--- config.mk ---
export PLATFORM = sky130hd
export DESIGN_NAME = pdm_cic_decim
export DESIGN_NICKNAME = d
export VERILOG_FILES = /design/src/rtl/pdm_cic_decim.sv
export SDC_FILE = /design/constraint.sdc
export NUM_CORES = 1
export LEC_CHECK = 0
export ABC_AREA = 0
export BUFFER_PORTS_ARGS = -buffer_cell sky130_fd_sc_hd__buf_2
export CAP_MARGIN = 20
export CORE_ASPECT_RATIO = 1.5
export CORE_MARGIN = 8
export CORE_UTILIZATION = 48
export CTS_BUF_LIST = sky130_fd_sc_hd__clkbuf_8
export DETAILED_ROUTE_END_ITERATION = 10
export SLEW_MARGIN = 20
export SYNTH_ARGS = -nofsm -noshare
export SYNTH_HDL_FRONTEND = slang
export SYNTH_SLANG_ARGS = --single-unit
--- constraint.sdc ---
create_clock -name clk -period 13.1 [get_ports clk]
set_input_delay 0.655 -clock clk [delete_from_list [all_inputs] [get_ports clk]]
set_output_delay 0.655 -clock clk [all_outputs]
set_load 0.01 [all_outputs]
--- src/rtl/pdm_cic_decim.sv ---
// pdm_cic_decim: third-order CIC decimator, 1-bit PDM in, signed 16-bit PCM out.
// The integrators run on every input sample (cke). The combs and the output
// register run once per R samples, one clk after the decimation strobe.
module pdm_cic_decim #(
  parameter int N      = 3,
  parameter int R_LOG2 = 6,
  parameter int W      = N * R_LOG2 + 2
) (
  input  logic               clk,
  input  logic               rst,
  input  logic               cke,
  input  logic               din,
  output logic signed [15:0] dout,
  output logic               dout_valid
);

  // Shift that brings the R^N full-scale gain down to 16-bit full scale.
  localparam int SH = N * R_LOG2 - 15;
  localparam logic [R_LOG2-1:0]   CNT_LAST = '1;
  localparam logic signed [W-1:0] POS_MAX  = W'(32767);
  localparam logic signed [W-1:0] NEG_MIN  = -W'(32768);

  logic signed [W-1:0] x;
  logic signed [W-1:0] int1_q, int2_q, int3_q;
  logic signed [W-1:0] int1_d, int2_d, int3_d;
  logic signed [W-1:0] d1_q, d2_q, d3_q;
  logic signed [W-1:0] c0, c1, c2, c3, scaled;
  logic [R_LOG2-1:0]   cnt_q;
  logic                dec_q;
  logic signed [15:0]  dout_q, dout_d;
  logic                dout_valid_q;

  // Input mapping and cascaded integrator next values (each stage sees the
  // freshly updated value of the stage before it).
  always_comb begin
    x      = din ? W'(1) : {W{1'b1}};
    int1_d = int1_q + x;
    int2_d = int2_q + int1_d;
    int3_d = int3_q + int2_d;
  end

  // Comb chain on the current int3 and output saturation.
  always_comb begin
    c0     = int3_q;
    c1     = c0 - d1_q;
    c2     = c1 - d2_q;
    c3     = c2 - d3_q;
    scaled = c3 >>> SH;
    if (scaled > POS_MAX)
      dout_d = 16'sh7fff;
    else if (scaled < NEG_MIN)
      dout_d = -16'sh8000;
    else
      dout_d = scaled[15:0];
  end

  // Integrators, decimation counter and decimation strobe, advanced on cke.
  always_ff @(posedge clk or posedge rst) begin
    if (rst) begin
      int1_q <= '0;
      int2_q <= '0;
      int3_q <= '0;
      cnt_q  <= '0;
      dec_q  <= 1'b0;
    end else begin
      dec_q <= cke && (cnt_q == CNT_LAST);
      if (cke) begin
        int1_q <= int1_d;
        int2_q <= int2_d;
        int3_q <= int3_d;
        cnt_q  <= cnt_q + 1'b1;
      end
    end
  end

  // Comb delay update and output register load, once per decimated frame.
  always_ff @(posedge clk or posedge rst) begin
    if (rst) begin
      d1_q         <= '0;
      d2_q         <= '0;
      d3_q         <= '0;
      dout_q       <= '0;
      dout_valid_q <= 1'b0;
    end else begin
      dout_valid_q <= dec_q;
      if (dec_q) begin
        d1_q   <= c0;
        d2_q   <= c1;
        d3_q   <= c2;
        dout_q <= dout_d;
      end
    end
  end

  assign dout       = dout_q;
  assign dout_valid = dout_valid_q;

endmodule
==> results by group <==
Run status
  • Status: complete, no violations

Global route
  • Grt ovf: 0
  • First-pass GRT wire length: 35420 um
  • Pin count of the biggest net entering global routing: 94
  • Number of global-route vias before repair: 7835
  • Overall global routing resource usage: 15.99%
  • Initial antenna violation count: 0

Worst setup path
  • Top cell by count, worst path: ha_1
  • CP peak stage delay: 410 ps
  • Arrival time worst endpoint: 6730 ps
  • Worst path required time: 13440 ps
  • Critical Path Source: c0[0]
  • FF-to-FF End: dout[11]
  • CP max-delay cell: fa_1
  • CP max FO: 9
  • Type of origin of the critical path: flop
  • Worst setup path end: dout[11]
  • Worst Reg-to-Reg Cells: 28
  • Crit Path Category: reg -> reg
  • R2R setup slack: 6710 ps
  • Crit end category: flop
  • Worst r2r src: c0[0]

Routing
  • WL/cell: 14.03 um
  • ANT nets after route: 0
  • DRT Pass-1 Iters: 4
  • Routed via count: 7774
  • Final WL: 20200 um
  • Post-route DRC violation count: 0
  • Vias per Instance: 5.399
  • Drt initial violations: 285

Logic synthesis
  • Area share of the largest cell type after synthesis: 34.09%
  • Post-synth cell types: 75
  • Mean Syn Cell Area: 9.287 sq um
  • Cell Area, Synth: 0.01057 sq mm
  • Top cell type by total area after synthesis: dfrtp_1
  • Post-Syn Instances: 1138
  • FF+latch count, synth: 144
  • Synth warnings: 0
  • Post-synth EDFFs: 0
  • Post-synth top flop: dfrtp_1
  • Sequential cell area fraction in the yosys report: 34.09%
  • Synth area leaders: dfrtp_1 34%, ha_1 13%, mux2_2 6.7%
  • Post-synth net total: 1260
  • Fraction of registers with async set/reset: 100.0%

Placed design
  • Post-place setup slack: 6408 ps
  • Placer Congestion: 0.8123
  • DPL Wire Length: 15170 um
  • Dpl cells: 1409
  • DP Area: 0.01096 sq mm
  • Port buffer count: 20

Clocking
  • Max clock buf depth: 2
  • Clock Latency Late Sink: 450 ps
  • CTS clk-pin slew, worst paths: 80 ps
  • Num Clock Sinks: 144
  • CTS H-tree lvls: 4
  • CTS tree: built
  • Root Driver: clkbuf_8
  • Setup Buffers After CTS: 0
  • Cts repair resizes: 0
  • TritonCTS Buffers: 17
  • Hold Buf Count CTS: 0

Finish
  • Area delta synth->final: 7.885%
  • Antenna Cells: 0
  • Finished Layout Cells: 1440
  • Final net count: 1278
  • Post-route cell area: 0.01140 sq mm
  • Layout cells sized above 1: 12.84%

STA
  • Worst Max-Slew Pin Slew: 873.2 ps
  • Clock skew: 13.32 ps
  • Final worst setup slack: 6707 ps
  • # setup viols final: 0
  • Highest Clock Rate: 0.1564 GHz
  • Minimum clock period: 6393 ps
  • RSZ-0062 raised after global routing: no
  • Final period util: 48.80%
  • Max-slew violations: 0
  • Relative slew margins: 41.78%
  • Final setup TNS: 0 ps
  • Hold Fails Final Rpt: 0

Hold path
  • Hold WC Path Type: in -> async

Floorplanning
  • # rows: 66
  • Die width: 137.2 um
  • Initial Util: 48.85%
  • Die area: 0.02712 sq mm
  • Boundary pin count: 21
  • CORE AREA: 0.02164 sq mm
  • Die span in y: 197.7 um

Run
  • # Max-Cap Violations: 0
-- kinds of logic (layout without fill, tap and decap cells) --
logic type / count (synthesis) / after routing / share of synthesized area (%)
buffers and inverters: 124 / 154 / 4.427
muxes: 66 / 66 / 7.091
DFF: 144 / 144 / 34.09
xor gates and xnor gates: 99 / 99 / 8.725
and+or+nand+nor: 272 / 272 / 11.76
AOI/OAI and AO/OA: 307 / 307 / 18.79
adders and majority gates: 126 / 126 / 15.12
-- metrics by stage --
stage	util [%]	hold WS [ps]
floorplan	-	406.3
global placement	50.62	464.4
detailed placement	50.65	465.5
CTS	52.70	361.8
global route	52.70	396.2
finish	52.70	315.3
-- worst min path at each step --
| stage | from | to | depth (start not counted) |
|---|---|---|---|
| detailed placement | cnt_q[5] | cnt_q[5] | 1 |
| floorplan | dec_q | dout_valid | 0 |
| global route | rst | cnt_q[2] | 2 |
| global placement | cnt_q[5] | cnt_q[5] | 1 |
| CTS | rst | dec_q | 2 |
| finish | rst | c0[0] | 2 |
-- critical path: cells and delay by family, from the launching register on --
kind	cells	cell delay, ps
adders and majority gates	5	1640
DFF	1	380
AOI/OAI and AO/OA	14	2720
and+or+nand+nor	4	580
xor gates and xnor gates	3	590
buffers and inverters	1	60
muxes	1	270
-- layout by cell type (no fill, tap or decap), types with 6 or more instances in the layout --
| cell | Yosys | final |
|---|---|---|
| a211oi_1 | 6 | 6 |
| a21boi_0 | 6 | 6 |
| a21o_1 | 31 | 31 |
| a21oi_1 | 80 | 80 |
| and2_1 | 7 | 7 |
| buf_2 | 1 | 20 |
| clkbuf_8 | 0 | 18 |
| dfrtp_1 | 144 | 143 |
| ha_1 | 113 | 113 |
| inv_1 | 98 | 99 |
| mux2_2 | 63 | 63 |
| nand2_1 | 98 | 98 |
| nand2b_1 | 13 | 13 |
| nand3_1 | 19 | 19 |
| nand4_1 | 6 | 6 |
| nor2_1 | 77 | 77 |
| nor2b_1 | 17 | 17 |
| nor3_1 | 14 | 14 |
| o21a_1 | 18 | 18 |
| o21ai_0 | 85 | 85 |
| o21ai_1 | 6 | 6 |
| o21bai_1 | 14 | 14 |
| o31a_1 | 6 | 6 |
| xnor2_1 | 70 | 69 |
| xor2_1 | 25 | 25 |
-- metal layers --
metal  GRT usage [%]  share of wire (%)  vias to the layer above
met5               0                  0                        -
met4           6.300                2.0                        0
met3           2.486                1.9                       28
met2           30.46                 55                       63
met1           16.91                 41                     3653
li1                -                  -                     4030
-- flip-flops by register name, indices dropped and copies added (netlist names) --
| register | cells |
|---|---|
| dout | 16 |
| int1_q | 20 |
| cnt_q | 6 |
| d2_q | 20 |
| int2_q | 20 |
| c0 | 20 |
| d3_q | 20 |
| dec_q | 1 |
| dout_valid | 1 |
| d1_q | 20 |
-- layout make-up --
class                      instances  area [sq um]
fill                            2016         10230
tap                              272         340.3
timing repair buffer              24         130.1
multi-input combinational        870          6505
sequential                       144          3607
clock inverter                    13         195.2
inverter                          99         376.6
clock buffer                      18         247.7
-- Yosys cell counts (3+ instances only) --
cell      instances
nor2_1           77
nor2b_1          17
and2_1            7
nand2_1          98
o21ai_1           6
maj3_2            3
nand4_1           6
fa_1              5
nand2b_1         13
o211ai_1          3
a211o_1           5
o22ai_1           4
a21o_1           31
o21ai_0          85
and3_1            5
a21oi_2           3
dfrtp_1         144
clkbuf_1         19
inv_1            98
xnor2_1          70
o31a_1            6
nor3_1           14
o221ai_1          4
maj3_1            5
nand3_1          19
ha_1            113
o21bai_1         14
a211oi_1          6
o31ai_1           3
mux2_2           63
o21a_1           18
a21oi_1          80
a21boi_0          6
xor2_1           25
buf_1             4
or2_2             5
a31oi_1           4
Power is not shown: default switching activity piles up to over one toggle a cycle in this logic, so the estimate is an artifact.
